[src/rtl/pipeline_hazard_ctrl_pkg.sv]
// Shared MIPS opcode/funct codes, forwarding select encodings, FSM states and
// the IF/ID instruction decoder used by the hazard controller.
package pipeline_hazard_ctrl_pkg;

  localparam logic [5:0] OP_RTYPE = 6'd0;
  localparam logic [5:0] OP_LW    = 6'd35;
  localparam logic [5:0] OP_SW    = 6'd43;
  localparam logic [5:0] OP_BEQ   = 6'd4;
  localparam logic [5:0] OP_J     = 6'd2;

  localparam logic [5:0] FN_ADD = 6'd32;
  localparam logic [5:0] FN_SUB = 6'd34;
  localparam logic [5:0] FN_SLT = 6'd42;

  localparam logic [1:0] FWD_RF    = 2'd0;
  localparam logic [1:0] FWD_EXMEM = 2'd1;
  localparam logic [1:0] FWD_MEMWB = 2'd2;
  localparam logic [1:0] FWD_WB    = 2'd3;

  typedef enum logic [1:0] {
    ST_RUN   = 2'd0,
    ST_STALL = 2'd1,
    ST_FLUSH = 2'd2
  } state_e;

  typedef struct packed {
    logic [4:0] rs;
    logic [4:0] rt;
    logic [4:0] dst;
    logic       rs_use;
    logic       rt_use;
    logic       load;
    logic       is_j;
  } decode_t;

  // r0 is hardwired, so it is stripped both as a source and as a destination
  function automatic decode_t decode_ir(input logic [31:0] ir, input logic valid);
    decode_t d;
    d    = '0;
    d.rs = ir[25:21];
    d.rt = ir[20:16];
    case (ir[31:26])
      OP_RTYPE: begin
        if (ir[5:0] == FN_ADD || ir[5:0] == FN_SUB || ir[5:0] == FN_SLT) begin
          d.rs_use = 1'b1;
          d.rt_use = 1'b1;
          d.dst    = ir[15:11];
        end
      end
      OP_LW: begin
        d.rs_use = 1'b1;
        d.dst    = ir[20:16];
        d.load   = 1'b1;
      end
      OP_SW, OP_BEQ: begin
        d.rs_use = 1'b1;
        d.rt_use = 1'b1;
      end
      OP_J:    d.is_j = 1'b1;
      default: d.is_j = 1'b0;
    endcase
    if (d.rs == 5'd0) d.rs_use = 1'b0;
    if (d.rt == 5'd0) d.rt_use = 1'b0;
    if (d.dst == 5'd0) d.load = 1'b0;
    if (!valid) d = '0;
    return d;
  endfunction

  function automatic logic [1:0] fwd_sel(input logic [2:0] hit);
    if (hit[0])      return FWD_EXMEM;
    else if (hit[1]) return FWD_MEMWB;
    else if (hit[2]) return FWD_WB;
    else             return FWD_RF;
  endfunction

endpackage

[src/rtl/pipeline_hazard_ctrl_scoreboard.sv]
// Destination-register history for EX/MEM/WB and the per-stage source match
// vectors (bit 0 = EX, bit 1 = MEM, bit 2 = WB) for rs and rt.
module pipeline_hazard_ctrl_scoreboard (
  input  logic       clk,
  input  logic       rst_n,
  input  logic       bubble,
  input  logic [4:0] id_dst,
  input  logic       id_ld,
  input  logic [4:0] rs,
  input  logic [4:0] rt,
  input  logic       rs_use,
  input  logic       rt_use,
  output logic       ex_ld,
  output logic [2:0] hit_rs,
  output logic [2:0] hit_rt
);

  logic [4:0] ex_rd_q, ex_rd_d;
  logic       ex_ld_q, ex_ld_d;
  logic [4:0] mem_rd_q, mem_rd_d;
  logic [4:0] wb_rd_q, wb_rd_d;

  always_comb begin
    ex_rd_d  = bubble ? 5'd0 : id_dst;
    ex_ld_d  = bubble ? 1'b0 : id_ld;
    mem_rd_d = ex_rd_q;
    wb_rd_d  = mem_rd_q;
  end

  always_ff @(posedge clk or negedge rst_n) begin
    if (!rst_n) begin
      ex_rd_q  <= 5'd0;
      ex_ld_q  <= 1'b0;
      mem_rd_q <= 5'd0;
      wb_rd_q  <= 5'd0;
    end else begin
      ex_rd_q  <= ex_rd_d;
      ex_ld_q  <= ex_ld_d;
      mem_rd_q <= mem_rd_d;
      wb_rd_q  <= wb_rd_d;
    end
  end

  // Sources are already non-zero when used, so an empty (0) slot never matches
  always_comb begin
    hit_rs = {rs_use && (rs == wb_rd_q), rs_use && (rs == mem_rd_q), rs_use && (rs == ex_rd_q)};
    hit_rt = {rt_use && (rt == wb_rd_q), rt_use && (rt == mem_rd_q), rt_use && (rt == ex_rd_q)};
  end

  assign ex_ld = ex_ld_q;

endmodule

[src/rtl/pipeline_hazard_ctrl.sv]
// Hazard controller for the 5-stage MIPS pipeline: stall/flush/bubble FSM plus
// registered forwarding selects. Define FWD_EN to build with forwarding.
module pipeline_hazard_ctrl
  import pipeline_hazard_ctrl_pkg::*;
#(
  parameter int BR_FLUSH_CYC = 2,
  parameter int J_FLUSH_CYC  = 1
) (
  input  logic        clk,
  input  logic        rst_n,
  input  logic [31:0] id_ir,
  input  logic        id_valid,
  input  logic        ex_br_taken,
  output logic        pc_stall,
  output logic        ifid_stall,
  output logic        ifid_flush,
  output logic        idex_bubble,
  output logic [1:0]  fwd_a_sel,
  output logic [1:0]  fwd_b_sel
);

  localparam logic [1:0] BR_CNT = 2'(BR_FLUSH_CYC - 1);
  localparam logic [1:0] J_CNT  = 2'(J_FLUSH_CYC - 1);

  decode_t    dec;
  logic [2:0] hit_rs, hit_rt;
  logic       ex_ld;
  logic       load_use, stall_hzd;

  state_e     state_q, state_d;
  logic [1:0] cnt_q, cnt_d;
  logic       br_mode_q, br_mode_d;
  logic       pc_stall_c, ifid_stall_c, ifid_flush_c, idex_bubble_c;

  assign dec = decode_ir(id_ir, id_valid);

  pipeline_hazard_ctrl_scoreboard u_scoreboard (
    .clk    (clk),
    .rst_n  (rst_n),
    .bubble (idex_bubble_c),
    .id_dst (dec.dst),
    .id_ld  (dec.load),
    .rs     (dec.rs),
    .rt     (dec.rt),
    .rs_use (dec.rs_use),
    .rt_use (dec.rt_use),
    .ex_ld  (ex_ld),
    .hit_rs (hit_rs),
    .hit_rt (hit_rt)
  );

  assign load_use = ex_ld && (hit_rs[0] || hit_rt[0]);

`ifdef FWD_EN
  assign stall_hzd = load_use;
`else
  assign stall_hzd = load_use || (|hit_rs) || (|hit_rt);
`endif

  // A taken branch always wins, even mid-flush, since it is the older instruction
  always_comb begin
    state_d       = state_q;
    cnt_d         = cnt_q;
    br_mode_d     = br_mode_q;
    pc_stall_c    = 1'b0;
    ifid_stall_c  = 1'b0;
    ifid_flush_c  = 1'b0;
    idex_bubble_c = 1'b0;
    if (ex_br_taken) begin
      ifid_flush_c  = 1'b1;
      idex_bubble_c = 1'b1;
      br_mode_d     = 1'b1;
      cnt_d         = BR_CNT;
      state_d       = (BR_CNT == 2'd0) ? ST_RUN : ST_FLUSH;
    end else begin
      case (state_q)
        ST_FLUSH: begin
          ifid_flush_c  = 1'b1;
          idex_bubble_c = br_mode_q;
          cnt_d         = (cnt_q == 2'd0) ? 2'd0 : cnt_q - 2'd1;
          if (cnt_q <= 2'd1) state_d = ST_RUN;
        end
        ST_STALL: begin
`ifdef FWD_EN
          state_d = ST_RUN;
`else
          if (stall_hzd) begin
            pc_stall_c    = 1'b1;
            ifid_stall_c  = 1'b1;
            idex_bubble_c = 1'b1;
          end else begin
            state_d = ST_RUN;
          end
`endif
        end
        default: begin
          if (stall_hzd) begin
            pc_stall_c    = 1'b1;
            ifid_stall_c  = 1'b1;
            idex_bubble_c = 1'b1;
            state_d       = ST_STALL;
          end else if (dec.is_j) begin
            ifid_flush_c = 1'b1;
            br_mode_d    = 1'b0;
            cnt_d        = J_CNT;
            state_d      = (J_CNT == 2'd0) ? ST_RUN : ST_FLUSH;
          end
        end
      endcase
    end
  end

  always_ff @(posedge clk or negedge rst_n) begin
    if (!rst_n) begin
      state_q   <= ST_RUN;
      cnt_q     <= 2'd0;
      br_mode_q <= 1'b0;
    end else begin
      state_q   <= state_d;
      cnt_q     <= cnt_d;
      br_mode_q <= br_mode_d;
    end
  end

  assign pc_stall    = rst_n & pc_stall_c;
  assign ifid_stall  = rst_n & ifid_stall_c;
  assign ifid_flush  = rst_n & ifid_flush_c;
  assign idex_bubble = rst_n & idex_bubble_c;

`ifdef FWD_EN
  logic [1:0] fwd_a_q, fwd_a_d;
  logic [1:0] fwd_b_q, fwd_b_d;

  // Selects travel with the operands into ID/EX, so a bubble carries no forwarding
  always_comb begin
    fwd_a_d = idex_bubble_c ? FWD_RF : fwd_sel(hit_rs);
    fwd_b_d = idex_bubble_c ? FWD_RF : fwd_sel(hit_rt);
  end

  always_ff @(posedge clk or negedge rst_n) begin
    if (!rst_n) begin
      fwd_a_q <= FWD_RF;
      fwd_b_q <= FWD_RF;
    end else begin
      fwd_a_q <= fwd_a_d;
      fwd_b_q <= fwd_b_d;
    end
  end

  assign fwd_a_sel = fwd_a_q;
  assign fwd_b_sel = fwd_b_q;
`else
  assign fwd_a_sel = FWD_RF;
  assign fwd_b_sel = FWD_RF;
`endif

endmodule

[config.mk]
export PLATFORM = sky130hd
export DESIGN_NAME = pipeline_hazard_ctrl
export DESIGN_NICKNAME = d
export VERILOG_FILES = /design/src/rtl/pipeline_hazard_ctrl_pkg.sv /design/src/rtl/pipeline_hazard_ctrl_scoreboard.sv /design/src/rtl/pipeline_hazard_ctrl.sv
export SDC_FILE = /design/constraint.sdc
export NUM_CORES = 1
export LEC_CHECK = 0
export CELL_PAD_IN_SITES_DETAIL_PLACEMENT = 1
export CELL_PAD_IN_SITES_GLOBAL_PLACEMENT = 1
export CORE_ASPECT_RATIO = 2
export CORE_UTILIZATION = 23
export DETAILED_ROUTE_END_ITERATION = 12
export GPL_TIMING_DRIVEN = 0
export PLACE_DENSITY_LB_ADDON = 0.1
export SKIP_CTS_REPAIR_TIMING = 1
export SYNTH_ARGS = -nofsm -noshare
export SYNTH_HDL_FRONTEND = slang
export SYNTH_HIERARCHICAL = 1
export SYNTH_SLANG_ARGS = --single-unit
[constraint.sdc]
create_clock -name clk -period 8.1 [get_ports clk]
set_clock_uncertainty 0.2 [all_clocks]
set_input_delay 1.62 -clock clk [delete_from_list [all_inputs] [get_ports clk]]
set_output_delay 1.62 -clock clk [all_outputs]
set_load 0.005 [all_outputs]
# Word level (Yosys, flattened, before mapping)
# Cells that the tools add are included.
[word_totals]
memories = 0
input_bits = 36
ram_bits = 0
regBits = 21
elab_cells = 96
latch_bits = 0
mem_bits_ro = 0
[op_classes]
reduce_logical = 28
add_sub_neg = 1
eq_ne = 21
div = 0
magnitude_cmp = 1
bitwise = 3
multipliers = 0
n_mux = 35
shift = 0
[op_table]
columns = ["operator", "count"]
rows = [
  ["equality test 5 bit", 6],
  ["equality test 6 bit, second input constant", 5],
  ["two-way mux 19 bit", 1],
  ["two-way mux 1 bit", 18],
  ["two-way mux 2 bit", 8],
  ["zero test 5 bit", 3],
  ["one-hot mux 5 bit (2 select lines)", 1],
  ["AND reduction 3 bit", 3],
  ["OR reduction 3 bit", 3],
  ["one-hot mux 2 bit (2 select lines)", 2],
  ["logical AND 1 bit", 7],
  ["two-way mux 7 bit", 1],
  ["equality test 6 x 2 -> 1 bit, second input constant", 1],
  ["equality test 6 x 3 -> 1 bit, second input constant", 1],
  ["zero test 6 bit", 1],
  ["inequality test 3 bit, second input constant", 2],
  ["one-hot mux 1 bit (2 select lines)", 3],
  ["logical OR 1 bit", 5],
  ["two-way mux 5 bit", 1],
  ["nonzero test 5 bit", 1],
  ["inequality test 2 bit, second input constant", 2],
  ["OR reduction 2 bit", 2],
  ["AND 1 bit", 3],
  ["inequality test 3 x 2 -> 1 bit, second input constant", 1],
  ["8 further kinds", 8],
]

# Depth between registers and ports, before layout
[logic_depth]
depth_word = 18
depth_mapped = 10
mapped_depth_nobuf = 10

# Modules after synthesis
# Netlist, hierarchy kept.
[modules_own_cells]
columns = ["module", "cells_each", "area_per_inst_um2", "instances"]
rows = [
  ["pipeline_hazard_ctrl_scoreboard", 64, 775.7, 1],
  ["pipeline_hazard_ctrl", 94, 696.9, 1],
]

# Least setup slack after synthesis
# OpenSTA, ideal clock, no wires.
[synth_path]
path_kind = "input to output"
startpoint = "in id_ir[18]"
endpoint = "out ifid_flush"
arrival_time_ps = 3439
setup_slack_ps = 2841
path_buffers = 0
cell_stages = 8
path_cell_list = "or4_1 o21ai_0 a21oi_1 and3_1 nor4_4 nand2_2 or3_1 a21boi_1"
[synth_rtl]
columns = ["item", "line", "rtl"]
rows = [
  ["start: declaration", "pipeline_hazard_ctrl.sv:11", "input logic [31:0] id_ir,"],
  ["end: declaration", "pipeline_hazard_ctrl.sv:16", "output logic ifid_flush,"],
]

==> flow_summary.json <==
{
  "outcome": "complete, but fails checks",
  "violations": "DRC",
  "gr-total-overflow": 0,
  "synth.cell_area_um2": 1420,
  "final_common_cell": "clkdlybuf4s50_1",
  "synthesis.instances": 151,
  "dp_cells": 250,
  "globalRouteMet2Util": 0.312,
  "htree_levels": 1,
  "place.gp.congestion": 0.750,
  "rsz0062_at_grt": "no",
  "fill_cells": 716,
  "final_nets": 230,
  "drc_errors": 1,
  "start_kind": "primary input",
  "ant_nets": 0,
  "met1_usage": 0.127,
  "firstDrtPassIters": 7,
  "clock_tree.buffer_depth": 2,
  "drv_cap": 0,
  "antenna_found_initial": 0,
  "slew_headroom": 0.313,
  "cp.arrival_ns": 4.86,
  "cp_max_fo": 10,
  "die_w_um": 57.5,
  "area_delta_synth_final_pct": 37.1,
  "grt_pass1_vias": 1440,
  "fin_crit_sh": 0.825,
  "diodes": 0,
  "critical_path_class": "in -> out",
  "fp.dieH_um": 113,
  "dieArea_um2": 6500,
  "start_util": 0.238,
  "track_usage": 0.146,
  "max-vdd-ir-drop_uv": 54.9,
  "clk_pin_slew_worst_paths_ns": 0.06,
  "numCtsBuffers": 3,
  "final_cells": 254,
  "cp_data_required_time_ns": 6.28,
  "dr_total_vias": 1279,
  "setup_viol": 0,
  "cp-startpoint": "id_valid",
  "viasPerCell": 5.04,
  "yosysWarnings": 6,
  "fin_crit_ns": 6.68,
  "drv_slew": 0,
  "layout_common_cells": "33 x clkdlybuf4s50_1, 24 x xor2_1, 20 x dfrtp_1",
  "r2r_start": "u_scoreboard/ex_rd_q[1]",
  "port_buffers": 33,
  "syn_avg_cell_area_um2": 9.38,
  "pin_count": 44,
  "finalHoldViolations": 0,
  "fmax_mhz": 150,
  "p_leak_uw": 0.000907,
  "tightest_slew_ns": 1.03,
  "clock_latency_ns": 0.26,
  "use_met3": 0.0217,
  "hpwl_um": 3610,
  "multi_input_area_um2": 852,
  "hold_start": "u_scoreboard/ex_rd_q[3]",
  "cts_tree": "yes",
  "cts_root_buf": "clkbuf_16",
  "hold_class": "reg -> reg",
  "seq_area_um2": 500,
  "drt_wl_total_um": 4230,
  "grt_pass1_wl_um": 6980,
  "drive_gt1_frac": 0.0681,
  "dr.first_iter.drc_count": 57,
  "wl_per_cell_um": 16.7,
  "busiest_layer": "met2",
  "finalSetupTns_ns": 0,
  "cp-end-kind": "output port",
  "power_density_nw_per_um2": 150,
  "clkSinkCount": 20,
  "core-area_um2": 5960,
  "rows": 40,
  "grt_start_max_net_pins": 24
}
==> report_power, final <==
group          switching [uW]  internal [uW]
Sequential               1.18            101
Combinational            24.5           26.2
Clock                    40.6           98.2
==> worst paths after layout <==
| path | to | slack (ns) | cells past startpoint |
|---|---|---|---|
| worst max-delay path | ifid_flush | 1.42 | 11 |
| worst min-delay path | u_scoreboard/mem_rd_q[3] | 0.24 | 0 |
| worst max register to register | br_mode_q | 5.80 | 7 |
| worst min register to register | u_scoreboard/mem_rd_q[3] | 0.24 | 0 |
| max in group asynchronous | cnt_q[1] | 5.35 | 1 |
| min in group asynchronous | state_q[0] | 1.73 | 1 |
==> state kept, by name, indices dropped and copies added, names as in the netlist <==
signal / count
u_scoreboard/mem_rd_q: 5
u_scoreboard/wb_rd_q: 5
u_scoreboard/ex_rd_q: 5
br_mode_q: 1
cnt_q: 2
state_q: 2
==> metrics by stage <==
| step | area [um^2] | hold slack [ns] | util | total power, uW | setup slack, ns |
|---|---|---|---|---|---|
| after floorplan | 1430 | 0.209 | - | 127 | 2.86 |
| after global placement | 1840 | 0.218 | 0.308 | 154 | 1.36 |
| after detailed placement | 1840 | 0.223 | 0.308 | 156 | 1.35 |
| after CTS | 1940 | 0.243 | 0.326 | 296 | 1.33 |
| after global routing | 1940 | 0.253 | 0.326 | 304 | 1.15 |
| final | 1940 | 0.240 | 0.326 | 292 | 1.42 |
==> final cells by class <==
cell class              instances  area share
plain buffers                   8      0.0251
repair buffers                 33       0.170
clock inverters                 1      0.0155
multi-input cells             119       0.439
flip-flops and latches         20       0.258
well taps                      63      0.0406
inverters                       7      0.0135
clock buffers                   3      0.0387
==> worst max-delay path, stage by stage <==
cell and delay, ns:
clkdlybuf4s50_1 0.65, clkbuf_1 0.27, and2_1 0.26, xor2_1 0.23, nor4_1 0.09, and3_1 0.20, nor4_4 0.31, nand2_2 0.17
or3_1 0.41, a21boi_1 0.14, clkdlybuf4s50_1 0.51
==> metal layers <==
| layer | wire length [um] | part of all wire |
|---|---|---|
| met1 | 1320 | 0.31 |
| met2 | 2710 | 0.64 |
| met3 | 141 | 0.033 |
| met4 | 57 | 0.013 |
| met5 | 0 | 0 |
Power figures use the tool's default switching activity.
